<file path="src/rtl/shift_seq_if.sv">
// rtl/shift_seq_if.sv - word handshake bundle feeding the shift sequencer
interface shift_seq_if #(
    parameter int WIDTH = 7
);
    logic             s_valid;
    logic             s_ready;
    logic [WIDTH:0]   s_data;
    logic             s_msb_first;

    modport master (output s_valid, output s_data, output s_msb_first, input s_ready);
    modport slave  (input s_valid, input s_data, input s_msb_first, output s_ready);
endinterface

</file>
<file path="src/rtl/shift_seq.sv">
// rtl/shift_seq.sv - serializer sequencer driving an external shift register; SHIFT_SEQ_PARITY_EN adds an even-parity bit
module shift_seq #(
    parameter int WIDTH = 7,
    parameter int DIV   = 4
) (
    input  logic             clk,
    input  logic             rst,
    shift_seq_if.slave       s,
    input  logic             abort,
    output logic             sh_en,
    output logic             sh_ld,
    output logic             sh_dir,
    output logic             sh_in,
    output logic [WIDTH:0]   sh_data,
    input  logic [WIDTH:0]   sh_q,
    output logic             txd,
    output logic             txd_valid,
    output logic             busy,
    output logic             done,
    output logic             aborted
);
    localparam int              CW       = ($clog2(WIDTH + 1) > 0) ? $clog2(WIDTH + 1) : 1;
    localparam logic [CW-1:0]   BIT_LAST = CW'(WIDTH);
    localparam logic [7:0]      DIV_LAST = 8'(DIV - 1);

`ifdef SHIFT_SEQ_PARITY_EN
    typedef enum logic [2:0] {IDLE, LOAD, SHIFT, PARITY, DONE} state_t;
`else
    typedef enum logic [2:0] {IDLE, LOAD, SHIFT, DONE} state_t;
`endif

    state_t          state, state_nxt;
    logic [CW-1:0]   bit_cnt, bit_nxt;
    logic [7:0]      div_cnt, div_nxt;
    logic [WIDTH:0]  cap_data;
    logic            cap_msb;
    logic            aborted_q;
    logic            ready_c;
    logic            abort_hit;
    logic            unused_sh_q;

    // Only the end bits of the register are observed; the rest just travel through it.
    assign unused_sh_q = ^sh_q;

    assign sh_in   = 1'b0;
    assign sh_dir  = cap_msb;
    assign sh_data = cap_data;
    assign busy    = (state != IDLE);
    assign aborted = aborted_q;
    assign s.s_ready = ready_c & ~rst;

    always_ff @(posedge clk or posedge rst) begin
        if (rst) begin
            state     <= IDLE;
            bit_cnt   <= '0;
            div_cnt   <= '0;
            cap_data  <= '0;
            cap_msb   <= 1'b0;
            aborted_q <= 1'b0;
        end else begin
            state     <= state_nxt;
            bit_cnt   <= bit_nxt;
            div_cnt   <= div_nxt;
            aborted_q <= abort_hit;
            if (state == IDLE && s.s_valid) begin
                cap_data <= s.s_data;
                cap_msb  <= s.s_msb_first;
            end
        end
    end

    always_comb begin
        state_nxt = state;
        bit_nxt   = bit_cnt;
        div_nxt   = div_cnt;
        ready_c   = 1'b0;
        sh_en     = 1'b0;
        sh_ld     = 1'b0;
        txd       = 1'b0;
        txd_valid = 1'b0;
        done      = 1'b0;
        abort_hit = 1'b0;

        case (state)
            IDLE: begin
                ready_c = 1'b1;
                if (s.s_valid) state_nxt = LOAD;
            end
            LOAD: begin
                sh_ld     = 1'b1;
                sh_en     = 1'b1;
                bit_nxt   = '0;
                div_nxt   = '0;
                state_nxt = SHIFT;
            end
            SHIFT: begin
                txd_valid = 1'b1;
                txd       = cap_msb ? sh_q[WIDTH] : sh_q[0];
                if (div_cnt == DIV_LAST) begin
                    div_nxt = '0;
                    if (bit_cnt < BIT_LAST) begin
                        sh_en   = 1'b1;
                        bit_nxt = bit_cnt + 1'b1;
                    end else begin
`ifdef SHIFT_SEQ_PARITY_EN
                        state_nxt = PARITY;
`else
                        state_nxt = DONE;
`endif
                    end
                end else begin
                    div_nxt = div_cnt + 8'd1;
                end
            end
`ifdef SHIFT_SEQ_PARITY_EN
            PARITY: begin
                txd_valid = 1'b1;
                txd       = ^cap_data;
                if (div_cnt == DIV_LAST) begin
                    div_nxt   = '0;
                    state_nxt = DONE;
                end else begin
                    div_nxt = div_cnt + 8'd1;
                end
            end
`endif
            DONE: begin
                done      = 1'b1;
                state_nxt = IDLE;
            end
            default: state_nxt = IDLE;
        endcase

        // Cancel wins over any shift or load scheduled for this cycle.
        if (abort && state != IDLE && state != DONE) begin
            abort_hit = 1'b1;
            state_nxt = IDLE;
            sh_en     = 1'b0;
            sh_ld     = 1'b0;
        end
    end
endmodule

</file>
<file path="src/flat_wrapper.sv">
// flat-port wrapper written by rule: the top's interface ports become plain ports
module shift_seq_flat 
#(
    parameter int WIDTH = 7,
    parameter int DIV   = 4
)
  (clk, rst, abort, sh_en, sh_ld, sh_dir, sh_in, sh_data, sh_q, txd, txd_valid, busy, done, aborted, s_s_valid, s_s_data, s_s_msb_first, s_s_ready);
  shift_seq_if #(.WIDTH(WIDTH)) s_i ();
  input  logic clk;
  input  logic rst;
  input  logic abort;
  output logic sh_en;
  output logic sh_ld;
  output logic sh_dir;
  output logic sh_in;
  output logic [WIDTH:0] sh_data;
  input  logic [WIDTH:0] sh_q;
  output logic txd;
  output logic txd_valid;
  output logic busy;
  output logic done;
  output logic aborted;
  input wire logic [$bits(s_i.s_valid)-1:0] s_s_valid;
  input wire logic [$bits(s_i.s_data)-1:0] s_s_data;
  input wire logic [$bits(s_i.s_msb_first)-1:0] s_s_msb_first;
  output wire logic [$bits(s_i.s_ready)-1:0] s_s_ready;
  assign s_i.s_valid = s_s_valid;
  assign s_i.s_data = s_s_data;
  assign s_i.s_msb_first = s_s_msb_first;
  assign s_s_ready = s_i.s_ready;
  shift_seq #(.WIDTH(WIDTH), .DIV(DIV)) u_core (.clk(clk), .rst(rst), .s(s_i), .abort(abort), .sh_en(sh_en), .sh_ld(sh_ld), .sh_dir(sh_dir), .sh_in(sh_in), .sh_data(sh_data), .sh_q(sh_q), .txd(txd), .txd_valid(txd_valid), .busy(busy), .done(done), .aborted(aborted));
endmodule
</file>
<file path="config.mk">
export PLATFORM = sky130hd
export DESIGN_NAME = shift_seq_flat
export DESIGN_NICKNAME = d
export VERILOG_FILES = /design/src/rtl/shift_seq_if.sv /design/src/rtl/shift_seq.sv /design/src/flat_wrapper.sv
export SDC_FILE = /design/constraint.sdc
export NUM_CORES = 1
export LEC_CHECK = 0
export CORE_ASPECT_RATIO = 0.6
export CORE_MARGIN = 2
export CORE_UTILIZATION = 42
export CTS_BUF_LIST = sky130_fd_sc_hd__clkbuf_2 sky130_fd_sc_hd__clkbuf_4 sky130_fd_sc_hd__clkbuf_8
export DETAILED_ROUTE_END_ITERATION = 7
export PLACE_DENSITY = 0.77
export REMOVE_ABC_BUFFERS = 1
export SLEW_MARGIN = 20
export SYNTH_ARGS = -nofsm -noshare
export SYNTH_HDL_FRONTEND = slang
export SYNTH_SLANG_ARGS = --single-unit
export TNS_END_PERCENT = 100
</file>
<file path="constraint.sdc">
create_clock -name clk -period 1.9 [get_ports clk]
set_input_delay 0.19 -clock clk [delete_from_list [all_inputs] [get_ports clk]]
set_output_delay 0.19 -clock clk [all_outputs]
set_load 0.01 [all_outputs]
</file>
* Yosys cells after proc, flatten, opt, wreduce, memory -nomap -nowiden
Index checks and enable logic that the tools add are counted.
Cells by class: add/sub/neg operators 2, magnitude comparators 1, eq/ne operators 10, muxes and demuxes 22, bitwise logic cells 2, reductions and logical operators 8
Operators with widths (count):
- 2-to-1 mux 3 bit | 6
- case mux 8 bit (2 select lines) | 1
- 2-to-1 mux 1 bit | 11
- case mux 3 bit (3 select lines) | 1
- adder 8 x 1 -> 8 bit, second input constant | 1
- == test 8 x 2 -> 1 bit, second input constant | 1
- 2-to-1 mux 8 bit | 1
- == test 3 x 2 -> 1 bit, second input constant | 2
- inequality test 3 bit, second input constant | 2
- case mux 3 bit (2 select lines) | 1
- AND reduction 3 bit | 2
- inequality test 2 x 1 -> 1 bit, second input constant | 2
- adder 3 x 1 -> 3 bit, second input constant | 1
- == test 3 x 1 -> 1 bit, second input constant | 1
- logical AND 1 bit | 3
- logical NOT 3 bit | 1
- < comparator 3 bit, second input constant | 1
- inequality test 3 x 1 -> 1 bit, second input constant | 1
- inequality test 3 x 2 -> 1 bit, second input constant | 1
- nonzero test 3 bit | 1
- case mux 1 bit (2 select lines) | 1
- nonzero test 2 bit | 1
- AND 1 bit | 1
- NOT 1 bit | 1
Word-level totals: flip-flop bits (word level) 24, input port bits 21, logic and storage cells 51

* Depth between registers and ports, before layout
Gate-level depths: netlist (run 1).
depth after elaboration 5, depth in mapped cells 6, depth with buffers taken out 6

* Worst setup path before layout (run 1)
Ideal clock, no wire load.
path type register -> output, start register u_core.div_cnt[0], end output sh_en, data arrival time 1.705 ns, path slack 0.005 ns, cell stages (with the launch flop) 6, path through dfrtp_1 -> ha_1 -> or4b_4 -> or3b_4 -> nor2_1 -> o21a_1
On the way: cells in the longest elaborated chain, start to end 4
Ends and longest elaborated chain:
- from (decl) | line shift_seq.sv:34 | logic [7:0] div_cnt, div_nxt;
- from (signal assigned) | line shift_seq.sv:63 | div_cnt <= div_nxt;
- == test 8 x 2 -> 1 bit | line shift_seq.sv:99 | if (div_cnt == DIV_LAST) begin
- 2-to-1 mux 1 bit | line shift_seq.sv:99
- case mux 1 bit (2 select lines) | line shift_seq.sv:84 | case (state)
- 2-to-1 mux 1 bit | line shift_seq.sv:135 | if (abort && state != IDLE && state != DONE) begin
- to (decl) | line flat_wrapper.sv:12 | output logic sh_en;
Every way passes these cells.

* Final worst setup path (run 1)
start register u_core.div_cnt[1], end output sh_en
The elaborated chain is that of the path after synthesis.

==> reports/metrics.json, run 1 <==
{
  "global_route": {
    "grt_pass1_wl_mm": 4.73,
    "global_route.overflow_total": 0,
    "grt_max_degree": 24,
    "grt_antenna_before_repair": 0,
    "first_global_vias": 956,
    "gr-usage-all-layers_pct": 19.8
  },
  "outcome": {
    "outcome": "finished with violations",
    "violated_checks": "setup timing"
  },
  "clock_network": {
    "hold_buffers": 0,
    "maximum_level_of_the_cts_h_tree": 1,
    "clk_pin_slew_worst_paths_ns": 0.08,
    "clock_tree_buf_depth": 2,
    "cts.root.buffer_cell": "clkbuf_8",
    "worst_skew_pair.late_latency_ns": 0.27,
    "cts_tree": "done",
    "tritoncts.num_buffers": 3,
    "numClockSinks": 23
  },
  "setup_path": {
    "setup.worst_path.end_class": "output pin",
    "timing.critical_path.arrival_ns": 2.08,
    "r2r-end": "u_core.state[1]",
    "timing_worst_setup_path_type": "register to output pin",
    "timing.rr.start": "u_core.div_cnt[1]",
    "crit_path_start_kind": "register",
    "r2r.worst_path.cells": 8,
    "worstPathMaxFanout": 2,
    "worst-r2r-setup-slack_ns": -0.34,
    "worst_setup_path_endpoint": "sh_en",
    "worst_setup_path_startpoint": "u_core.div_cnt[1]",
    "timing.critical_path.required_ns": 1.71
  },
  "power_and_ir_drop": {
    "power.density_cell_area_nw_per_um2": 1320,
    "irDropWorstVdd_mv": 0.750,
    "leakagePower_nw": 0.869
  },
  "timing": {
    "rsz0062_at_grt": "yes",
    "finalMaxSlewViolations": 0,
    "finalSetupViolations": 13,
    "timing.final.hold_violations": 0,
    "worst_clock_skew_ns": 0.00121,
    "post-route-min-period_ns": 2.27,
    "min_period_over_period_pct": 120,
    "fin_tns_setup_ns": -1.81,
    "hold_ws_ns": 0.285,
    "timing.final.ws_setup_ns": -0.373,
    "fmax_mhz": 440
  },
  "synth": {
    "dominantRegCellSynth": "dfrtp_1",
    "netlist_instances": 106,
    "synth_seq_area_share_pct": 48.7,
    "synth-warning-count": 0,
    "synthesis.area_per_instance_um2": 11.1,
    "synth_cell_type_count": 34,
    "netlist_area_um2": 1180,
    "synth-seq-cells": 23,
    "synth-async-reset-ratio_pct": 100,
    "number_of_enable_flip_flop_cells_after_synthesis": 0
  },
  "drt": {
    "drtPass1Iterations": 4,
    "drt_first_iter_violations": 27,
    "finalWirelength_mm": 2.94,
    "drc": 0,
    "routed-via-count": 1028,
    "detail_route.wl_per_cell_um": 15.1,
    "postRouteAntennaNets": 0,
    "avgViaCountPerCell": 5.27
  },
  "die": {
    "floorplan.core_area_um2": 2590,
    "fp.dieW_um": 72.5,
    "core.rowCount": 14,
    "design.portCount": 39,
    "die_area_um2": 3270,
    "floorplan.die.height_um": 45.1,
    "starting_density_pct": 45.6
  },
  "cells_and_area": {
    "n_antenna_cell": 0,
    "layoutNonFillerInstCount": 195,
    "layout-drive-gt1-share_pct": 35.6,
    "multi_input_area_um2": 612,
    "syn2layout_area_growth_pct": 53.6,
    "area_taken_by_flip_flops_and_latches_um2": 576,
    "nets": 191,
    "fillers": 193
  },
  "place": {
    "dp_worst_setup_slack_ns": -0.489,
    "io_buffers": 31,
    "post-place-cells": 184,
    "place.detailed.hpwl_mm": 2.06,
    "gp_routability_congestion": 0.819
  },
  "run": {
    "maxCapViolations": 0
  },
  "min_path": {
    "worst_hold_path_type": "input port to async pin"
  }
}
[worst max-delay path: stages (launching register included)]
cell	delay, ns
dfrtp_1	0.37
ha_2	0.19
or4b_4	0.46
or3b_4	0.41
nor2_4	0.10
o21a_1	0.15
buf_2	0.13
[cell usage in the layout, fill, tap and decap left out, types with 3 or more instances in the layout]
| cell type | count |
|---|---|
| buf_4 | 21 |
| nand2_1 | 5 |
| dlymetal6s2s_1 | 3 |
| nor2_1 | 11 |
| clkbuf_8 | 3 |
| inv_1 | 7 |
| mux2_2 | 10 |
| buf_6 | 4 |
| clkdlybuf4s50_1 | 26 |
| nand4_1 | 4 |
| dfrtp_1 | 23 |
| ha_1 | 4 |
| nand3_1 | 3 |
| xor2_1 | 4 |
[power breakdown]
group	leakage (nW)	switching (W)	internal (W)
combinational	0.548	0.000616	0.000763
clock	0.0255	0.000159	0.000147
sequential	0.296	0.0000754	0.000637
[through the flow]
stage | area (um^2) | util [%] | total power, W
after detailed placement | 1640 | 63.4 | 0.00195
after global routing | 1810 | 70.0 | 0.00257
after global placement | 1640 | 63.4 | 0.00189
after CTS | 1760 | 67.9 | 0.00236
after floorplan | 1160 | - | 0.00135
final | 1810 | 70.0 | 0.00240
[worst min-delay path by stage]
| stage | start | to | slack (ns) | cells after the start |
|---|---|---|---|---|
| after floorplan | rst | u_core.aborted | 0.19 | 1 |
| after global placement | u_core.sh_data[7] | u_core.sh_data[7] | 0.48 | 1 |
| after detailed placement | u_core.sh_data[3] | u_core.sh_data[3] | 0.50 | 1 |
| after CTS | rst | u_core.aborted | 0.29 | 3 |
| after global routing | rst | u_core.sh_data[5] | 0.35 | 3 |
| final | rst | u_core.sh_data[5] | 0.28 | 3 |
[synth_stat cells, types with 2 or more instances]
library cell | number | area, um^2
nor2_1 | 13 | 48.8
nand2_1 | 5 | 18.8
a21oi_1 | 2 | 10.0
xnor2_1 | 2 | 17.5
ha_1 | 6 | 75.1
dfrtp_1 | 23 | 576
mux2_2 | 12 | 135
nand4_1 | 4 | 25.0
xor2_1 | 4 | 35.0
nor2b_1 | 2 | 12.5
inv_1 | 7 | 26.3
nand3_1 | 4 | 20.0
[cell type report]
class	instances	share of cell area (%)
multi-input combinational	73	33.7
timing repair buffer	56	28.3
inverter	7	1.45
tap	32	2.21
clock buffer	3	2.28
sequential	23	31.7
clock inverter	1	0.276
[cells by family (layout without fill, tap and decap cells)]
group	count (synthesis)	count (layout)	synth area share (%)
AO/OA/AOI/OAI	10	10	6.78
flip-flops	23	23	48.7
adder cells (fa/ha/maj)	6	6	6.36
buffers and inverters	10	67	4.24
XOR/XNOR	6	6	4.45
multiplexers	13	13	12.3
AND/OR/NAND/NOR	37	37	16.8
other	1	1	0.317
[state kept, by name (all words and copies together), names as in the netlist]
name / cells
u_core.sh_dir: 1
u_core.sh_data: 8
u_core.div_cnt: 8
u_core.state: 2
u_core.aborted: 1
u_core.bit_cnt: 3
[metal layers]
metal / routed length (um) / track usage [%] / vias to the layer above / share of wire (%)
met5: 0 / 0 / - / 0
met4: 72 / 6.30 / 0 / 2.5
met3: 247 / 6.70 / 13 / 8.4
met2: 1270 / 32.1 / 51 / 43
met1: 1350 / 25.7 / 486 / 46
li1: - / - / 478 / -
[repair_timing]
item,4_1_cts,5_1_grt
pin swaps,4,5
resized for setup,18,10
setup endpoints to repair,8,17
setup buffers,5,2
gates cloned,0,0
Note: power is estimated with default switching activity, not from simulation.
==> inputs of run 2 (changes only) <==
--- a/config.mk
+++ b/config.mk
@@ -6,7 +6,7 @@
 export NUM_CORES = 1
 export LEC_CHECK = 0
 export CORE_ASPECT_RATIO = 0.6
-export CORE_MARGIN = 2
+export CORE_MARGIN = 5
 export CORE_UTILIZATION = 42
 export CTS_BUF_LIST = sky130_fd_sc_hd__clkbuf_2 sky130_fd_sc_hd__clkbuf_4 sky130_fd_sc_hd__clkbuf_8
 export DETAILED_ROUTE_END_ITERATION = 7
==> reports/metrics.json, run 2 (synthesis results as in run 1) <==
{
  "timing": {
    "finalMaxSlewViolations": {"value": 0, "change": "unchanged"},
    "fin_tns_setup": {"value": -0.968, "unit": "ns", "change": "+0.845 ns"},
    "finalSetupViolations": {"value": 6, "change": "-7"},
    "rsz0062_at_grt": "yes",
    "worst_clock_skew": {"value": 0.00264, "unit": "ns", "change": "+0.00143 ns"},
    "fmax": {"value": 457, "unit": "MHz", "change": "+3.9%"},
    "post-route-min-period": {"value": 2.19, "unit": "ns", "change": "-0.0863 ns"},
    "timing.final.ws_setup": {"value": -0.287, "unit": "ns", "change": "+0.0863 ns"},
    "timing.final.hold_violations": {"value": 0, "change": "unchanged"},
    "min_period_over_period": {"value": 115, "unit": "%", "change": "-4.5 points"}
  },
  "setup_path": {
    "worst-r2r-setup-slack": {"value": -0.26, "unit": "ns", "change": "+0.08 ns"},
    "setup.worst_path.end_class": "output pin",
    "worstPathMaxFanout": {"value": 2, "change": "unchanged"},
    "crit_path_start_kind": "register",
    "timing.critical_path.arrival": {"value": 2.00, "unit": "ns", "change": "-0.08 ns"},
    "r2r.worst_path.cells": {"value": 7, "change": "-1"},
    "timing_worst_setup_path_type": "register to output pin",
    "timing.critical_path.required": {"value": 1.71, "unit": "ns", "change": "about the same"}
  },
  "cells_and_area": {
    "design_area": {"value": 1810, "unit": "um^2", "change": "-0.41%"},
    "syn2layout_area_growth_pct": 53.0,
    "layout_commonest_cell": "clkdlybuf4s50_1",
    "layoutNonFillerInstCount": {"value": 195, "change": "unchanged"},
    "mostFrequentLayoutCells": "clkdlybuf4s50_1 (26), dfrtp_1 (23), buf_4 (22)",
    "n_antenna_cell": {"value": 0, "change": "unchanged"},
    "nets": {"value": 191, "change": "unchanged"},
    "layout-drive-gt1-share": {"value": 35.0, "unit": "%", "change": "-0.61 points"}
  },
  "drt": {
    "detail_route.wl_per_cell": {"value": 14.5, "unit": "um", "change": "-4.1%"},
    "drc": {"value": 0, "change": "unchanged"},
    "routed-via-count": {"value": 996, "change": "-3.1%"},
    "met3RoutedLength": {"value": 259, "unit": "um", "change": "+4.9%"},
    "postRouteAntennaNets": {"value": 0, "change": "unchanged"},
    "avgViaCountPerCell": {"value": 5.11, "change": "-3.1%"},
    "highest-signal-layer": "met4",
    "drt_first_iter_violations": {"value": 22, "change": "-19%"},
    "finalWirelength": {"value": 2.82, "unit": "mm", "change": "-4.1%"},
    "met2_layer_wire_length_in_the_routed_design": {"value": 1.15, "unit": "mm", "change": "-8.9%"},
    "routedLengthMet1": {"value": 1.37, "unit": "mm", "change": "+1.3%"},
    "drtPass1Iterations": {"value": 4, "change": "unchanged"}
  },
  "power_and_ir_drop": {
    "leakagePower": {"value": 0.852, "unit": "nW", "change": "-1.9%"},
    "p_sw_share": {"value": 35.1, "unit": "%", "change": "-0.37 points"},
    "power.density_cell_area": {"value": 1300, "unit": "nW/um^2", "change": "-1.6%"},
    "power.clock.fraction": {"value": 12.6, "unit": "%", "change": "about the same"},
    "irDropWorstVdd": {"value": 0.934, "unit": "mV", "change": "+24%"},
    "switchingPower": {"value": 0.000824, "unit": "W", "change": "-3.0%"},
    "share_comb_of_total_power": {"value": 56.8, "unit": "%", "change": "-0.7 points"},
    "intPower": {"value": 0.00152, "unit": "W", "change": "-1.4%"},
    "proportion_of_power_drawn_by_flip_flops_and_latches": {"value": 30.6, "unit": "%", "change": "+0.9 points"}
  },
  "die": {
    "floorplan.core_area": {"value": 2590, "unit": "um^2", "change": "unchanged"},
    "core.rowCount": {"value": 14, "change": "unchanged"},
    "floorplan.die.height": {"value": 51.1, "unit": "um", "change": "+13%"},
    "design.portCount": {"value": 39, "change": "unchanged"},
    "die_area": {"value": 4010, "unit": "um^2", "change": "+23%"},
    "fp.dieW": {"value": 78.5, "unit": "um", "change": "+8.3%"},
    "starting_density": {"value": 45.6, "unit": "%", "change": "unchanged"}
  },
  "place": {
    "dp_worst_setup_slack": {"value": -0.447, "unit": "ns", "change": "+0.0423 ns"},
    "post-place-cells": {"value": 184, "change": "unchanged"},
    "place.detailed.hpwl": {"value": 2.08, "unit": "mm", "change": "+0.97%"},
    "gp_routability_congestion": {"value": 0.859, "change": "+4.8%"},
    "placed_cell_area": {"value": 1640, "unit": "um^2", "change": "unchanged"},
    "io_buffers": {"value": 31, "change": "unchanged"}
  },
  "outcome": {
    "outcome": "finished with violations",
    "violated_checks": "setup timing"
  },
  "clock_network": {
    "cts.root.buffer_cell": "clkbuf_8",
    "hold_buffers": {"value": 0, "change": "unchanged"},
    "clock_tree_buf_depth": {"value": 2, "change": "unchanged"},
    "tritoncts.num_buffers": {"value": 3, "change": "unchanged"},
    "numClockSinks": {"value": 23, "change": "unchanged"},
    "clk_pin_slew_worst_paths": {"value": 0.08, "unit": "ns", "change": "about the same"},
    "maximum_level_of_the_cts_h_tree": {"value": 1, "change": "unchanged"},
    "cts_tree": "done",
    "worst_skew_pair.late_latency": {"value": 0.26, "unit": "ns", "change": "about the same"}
  },
  "global_route": {
    "global_route.overflow_total": {"value": 0, "change": "unchanged"},
    "grt_antenna_before_repair": {"value": 0, "change": "unchanged"},
    "grt_max_degree": {"value": 24, "change": "unchanged"},
    "grt_pass1_wl": {"value": 4.57, "unit": "mm", "change": "-3.4%"},
    "gr-usage-all-layers": {"value": 14.9, "unit": "%", "change": "-4.9 points"},
    "first_global_vias": {"value": 974, "change": "+1.9%"}
  },
  "run": {
    "maxCapViolations": {"value": 0, "change": "unchanged"}
  },
  "min_path": {
    "worst_hold_path_type": "input port to async pin"
  }
}
run 2: timing repair:
action | 4_1_cts | 5_1_grt
endpoints found under the setup margin | 6 | 14
resized for setup | 16 | 10
setup buffers | 4 | 3
pin swaps | 4 | 3
gates cloned | 0 | 0
run 2: routing by layer:
| metal | vias to the layer above | global-route usage, % |
|---|---|---|
| li1 | 481 | - |
| met1 | 463 | 19.5 |
| met2 | 48 | 22.6 |
| met3 | 4 | 5.96 |
| met4 | 0 | 5.23 |
| met5 | - | 0 |
run 2: power groups by stage:
stage / Clock (W) / Combinational [W] / Sequential [W]
2_1_floorplan: 0 / 0.000566 / 0.000779
3_3_place_gp: 0 / 0.00119 / 0.000716
3_5_place_dp: 0 / 0.00122 / 0.000731
4_1_cts: 0.000308 / 0.00128 / 0.000717
5_1_grt: 0.000333 / 0.00145 / 0.000739
6_report: 0.000296 / 0.00133 / 0.000718
run 2: worst paths after layout:
path | start | end
setup / recovery | u_core.div_cnt[0] | sh_en
hold / removal | rst | u_core.aborted
setup reg to reg | u_core.div_cnt[0] | u_core.state[1]
hold reg to reg | u_core.sh_data[2] | u_core.sh_data[2]
max in group asynchronous | rst | u_core.sh_data[3]
min in group clk | u_core.sh_data[2] | u_core.sh_data[2]
run 2: critical path, stage by stage (launching register included):
cell and delay, ns:
dfrtp_1 0.37, ha_2 0.18, or4b_4 0.46, or3b_4 0.40, nor2_4 0.09, o21a_1 0.10, buf_2 0.12
run 2: area by class of cell:
cell class,count,area [um^2]
inverters,7,26.3
well taps,32,40.0
fillers,176,786
flip-flops and latches,23,576
multi-input cells,73,612
repair buffers,56,507
clock inverters,1,5.00
clock buffers,3,41.3
run 2: metrics by stage:
stage / utilization (%) / power (W) / hold slack [ns]
2_1_floorplan: - / 0.00135 / 0.192
3_3_place_gp: 63.4 / 0.00190 / 0.485
3_5_place_dp: 63.4 / 0.00195 / 0.494
4_1_cts: 67.1 / 0.00231 / 0.295
5_1_grt: 69.7 / 0.00252 / 0.338
6_report: 69.7 / 0.00235 / 0.294
==> variant 1: new RTL, config.mk and constraints of run 1 <==
Build with the macro `SHIFT_SEQ_PARITY_EN` defined.
--- a/src/rtl/shift_seq.sv
+++ b/src/rtl/shift_seq.sv
@@ -1,2 +1,4 @@
 // rtl/shift_seq.sv - serializer sequencer driving an external shift register; SHIFT_SEQ_PARITY_EN adds an even-parity bit
+`define SHIFT_SEQ_PARITY_EN
+
 module shift_seq #(
Function: no difference found for any inputs over 10 cycles, from zero or initial values and one cycle with rst high; that may be too few to reach the edited logic, so the function may still have changed.
==> variant 1 against run 1 <==
Setup slack improved by 0.44 ns. Cell count increased by 9.2%. Global-route usage increased by 0.25 points. Sequential cell count increased by 1. Register-to-register slack improved by 0.49 ns. Total power increased by 16%. Wire length increased by 9.9%. Die area increased by 11%. First-iteration DRC count increased by 59%. Synthesized area increased by 12%. Cell area increased by 4.3%. Critical path type unchanged. Largest cell class unchanged.
==> variant 1: results (changes against run 1) <==
Leak -> 0.837 nW (was 0.869 nW)
Post-synthesis sequential area ratio -> 0.454 (was 0.487)
Port Buffers -> 31 (unchanged)
Clk Tree Root Cell -> clkbuf_8 (unchanged)
Async SR Flop Fraction -> 1.00 (unchanged)
Max IR drop VDD -> 0.883 mV (was 0.750 mV)
Total CTS buffers -> 3 (unchanged)
Skew final -> 0.00412 ns (was 0.00121 ns)
CTS Hold Buffers Added -> 0 (unchanged)
Inserted Diodes -> 0 (unchanged)
R2R Setup Slk -> 0.15 ns (was -0.34 ns)
Vias per cell -> 5.21 (was 5.27)
Top cells by area, synth -> dfrtp_1 (45%), mux2_1 (7.7%), xnor2_1 (5.3%) (was dfrtp_1 (49%), mux2_2 (11%), ha_1 (6.4%))
GR Overflow Total -> 0 (unchanged)
Clock Latency Late Sink -> 0.27 ns (about the same)
Final wirelength -> 3230 um (was 2940 um)
Crit path largest cell delay -> 0.49 ns (was 0.46 ns)
DR iter-0 viols -> 43 (was 27)
Net count, final -> 195 (was 191)
Share of post-route cells with drive strength above 1 -> 0.216 (was 0.356)
Syn. warnings -> 0 (unchanged)
Critical Path AT -> 1.64 ns (was 2.08 ns)
Largest net degree at the start of global routing -> 25 (was 24)
First-pass GRT wire length -> 5450 um (was 4730 um)
Gr usage total -> 0.201 (was 0.198)
Critical Path Fanout Max -> 4 (was 2)
Max clock buf depth -> 2 (unchanged)
Worst-path clk slew -> 0.09 ns
Worst hold path type -> in -> async (unchanged)
Top cells by count, synth -> dfrtp_1 (24), nand2_1 (11), mux2_1 (9), o21ai_0 (8), xnor2_1 (8) (was dfrtp_1 (23), nor2_1 (13), mux2_2 (12), inv_1 (7), ha_1 (6))
Status -> complete, no violations (was finished, violations left)
Drt pass-1 iters -> 4 (unchanged)
Hpwl dp -> 2500 um (was 2060 um)
Synth unique cells -> 41 (was 34)
Yosys reg bits -> 24 (was 23)
H-tree lvl count -> 1 (unchanged)
Vias in the first global route -> 1076 (was 956)
Slowest-stage cell, CP -> clkdlybuf4s50_1 (was or4b_4)
Initial antenna violation count -> 0 (unchanged)
Worst Tran Pin Value -> 0.520 ns
Number of synthesized flops with an enable pin -> 0 (unchanged)
Placer Congestion -> 0.839 (was 0.819)
Fillers -> 243 (was 193)
## variant 1: cell types whose count changed after synthesis, sizes merged, moves of 3 or more
cell and change:
o21ai +11, nor2 -7, nand2 +6, xnor2 +6, a21oi +5, ha -4
nand4 -3, or3 +3, xor2 -3
## variant 1: layout make-up
class,instances,share of cell area
Multi-Input combinational cell,89,0.373
Sequential cell,24,0.318
Timing Repair Buffer,48,0.231
Tap cell,42,0.0278
Clock buffer,3,0.0218
Clock inverter,1,0.0159
Inverter,6,0.0119
## variant 1: final timing paths
path,start,endpoint,cells after the start
setup / recovery,u_core.state[2],busy,2
hold / removal,rst,u_core.sh_data[1],3
setup reg to reg,u_core.div_cnt[0],u_core.div_cnt[7],6
hold reg to reg,u_core.bit_cnt[0],u_core.bit_cnt[0],1
max in group asynchronous,rst,u_core.state[2],3
min in group clk,s_s_data[3],u_core.sh_data[3],2
## variant 1: metrics by stage
| step | instance area, um^2 | std cells | hold WS [ns] | utilization | setup WS [ns] |
|---|---|---|---|---|---|
| finish | 1890 | 213 | 0.276 | 0.646 | 0.0687 |
| global route | 1890 | 213 | 0.352 | 0.646 | 0.0144 |
| CTS | 1880 | 213 | 0.287 | 0.642 | 0.0487 |
| detailed placement | 1770 | 207 | 0.515 | 0.606 | 0.0273 |
| global placement | 1770 | 207 | 0.487 | 0.606 | 0.0748 |
| floorplan | 1300 | 119 | 0.205 | - | 0.347 |
## variant 1: critical path, delay by kind of cell (launching register included)
kind / cells / cell delay, ns
simple gates: 1 / 0.44
flops: 1 / 0.44
buf+inv: 1 / 0.49
## variant 1: where the power goes
part | internal [mW] | switching (mW)
Sequential | 0.663 | 0.158
Clock | 0.282 | 0.168
Combinational | 0.843 | 0.672
Total | 1.79 | 0.998
## variant 1: cells by family (layout without fill, tap and decap cells)
family,count (synthesis),in the layout,synth area share
and+or+nand+nor,40,40,0.207
DFF,24,24,0.454
AOI/OAI and AO/OA,25,25,0.122
muxes,12,12,0.100
other,1,1,0.00284
buffers and inverters,9,58,0.0350
adders and majority gates,2,2,0.0189
xor gates and xnor gates,9,9,0.0596
## variant 1: timing repair
item / CTS / global route
endpoints found under the hold margin: 0 / 0
setup endpoints to repair: 5 / 3
buffers inserted: 2 / 0
pin swaps: 2 / 2
resized for setup: 8 / 4
cloned: 0 / 0
## variant 1: per-layer routing
| metal | up-vias | share of wire | track usage |
|---|---|---|---|
| met3 | 7 | 0.038 | 0.0547 |
| met1 | 544 | 0.48 | 0.266 |
| met2 | 25 | 0.46 | 0.340 |
| met4 | 0 | 0.015 | 0.0545 |
| li1 | 533 | - | - |
| met5 | - | 0 | 0 |
==> variant 2: new RTL, config.mk and constraints of run 1 <==
Without the edit above. The 4 states of `state_t` get a one-hot encoding in 4 bits.
--- a/src/rtl/shift_seq.sv
+++ b/src/rtl/shift_seq.sv
@@ -28,3 +28,3 @@
 `else
-    typedef enum logic [2:0] {IDLE, LOAD, SHIFT, DONE} state_t;
+    typedef enum logic [3:0] {IDLE = 4'b0001, LOAD = 4'b0010, SHIFT = 4'b0100, DONE = 4'b1000} state_t;
 `endif
Behaviour: no difference found for any inputs over 10 cycles, from zero or initial values and one cycle with rst high; not proved beyond that.
==> variant 2 against run 1 <==
The run still ends with setup timing left. Critical path depth unchanged. Wire length fell by 6.2%. Synthesized area up 4.9%. Cell area down 0.48%. Sequential cell count increased by 2. Total power decreased by 16%. Sequential share of layout area increased by 3.0 points. Setup slack better by 0.34 ns.
==> variant 2: results (changes against run 1) <==
Post-Route Setup TNS -> -0.0516 ns (was -1.81 ns)
Vias per cell -> 5.09 (was 5.27)
Placed insts -> 200 (was 184)
Post-synthesis sequential area ratio -> 0.506 (was 0.487)
Vias in the first global route -> 931 (was 956)
Share of post-route cells with drive strength above 1 -> 0.321 (was 0.356)
Post-CTS Repair Setup Buffers -> 0 (was 5)
Post-route total power -> 2.02 mW (was 2.40 mW)
Met3 WL -> 141 um (was 247 um)
Met1 wire length -> 1390 um (was 1350 um)
Synth unique cells -> 41 (was 34)
Max IR drop VDD -> 0.638 mV (was 0.750 mV)
Final worst slack -> -0.0307 ns (was -0.373 ns)
Net count, final -> 186 (was 191)
Top cells by count, synth -> dfrtp_1 (24), mux2_2 (10), nand2_1 (7), nand3_1 (6), o21ai_0 (6) (was dfrtp_1 (23), nor2_1 (13), mux2_2 (12), inv_1 (7), ha_1 (6))
Comb power -> 0.921 mW (was 1.38 mW)
Skew final -> 0.00764 ns (was 0.00121 ns)
Leak -> 0.839 nW (was 0.869 nW)
Final wirelength -> 2760 um (was 2940 um)
Met2 Usage GRT -> 0.284 (was 0.321)
Worst r2r src -> u_core.state[3] (was u_core.div_cnt[1])
Met3 Usage GRT -> 0.0525 (was 0.0670)
First-pass GRT wire length -> 4610 um (was 4730 um)
R2R Setup Slk -> 0.08 ns (was -0.34 ns)
Hold slack final -> 0.299 ns (was 0.285 ns)
Status -> finished, violations left (unchanged)
Failing checks -> setup timing (unchanged)
Placer Congestion -> 0.836 (was 0.819)
R2R cell count -> 5 (was 8)
Gr usage total -> 0.185 (was 0.198)
Worst slack at placement -> -0.194 ns (was -0.489 ns)
# setup viols final -> 2 (was 13)
Top cells by area, synth -> dfrtp_1 (48%), mux2_2 (9.1%), nand3_1 (2.4%) (was dfrtp_1 (49%), mux2_2 (11%), ha_1 (6.4%))
variant 2: changes by cell type in the layout (fill, tap and decap cells not counted), sizes merged, moves of 3 or more:
cell          delta
dlymetal6s2s     -3
ha               -4
inv              -3
nor2             -8
nor4b            +4
o21ai            +6
xor2             -4
variant 2: cell families after synthesis:
group | count (synthesis) | synth area share
muxes | 12 | 0.107
DFF | 25 | 0.506
xor gates and xnor gates | 1 | 0.00707
buffers and inverters | 11 | 0.0465
and+or+nand+nor | 36 | 0.196
adders and majority gates | 2 | 0.0202
other | 1 | 0.00303
AOI/OAI and AO/OA | 22 | 0.114
variant 2: area by class of cell:
| class | count | area, um^2 |
|---|---|---|
| fill | 240 | 1030 |
| clock buffer | 4 | 48.8 |
| sequential | 25 | 627 |
| multi-input combinational | 74 | 579 |
| inverter | 5 | 23.8 |
| tap | 42 | 52.6 |
| timing repair buffer | 54 | 474 |
variant 2: tightest hold or removal path, stage by stage:
cell and delay, ns:
clkdlybuf4s50_1 0.42, inv_1 0.06, buf_4 0.30
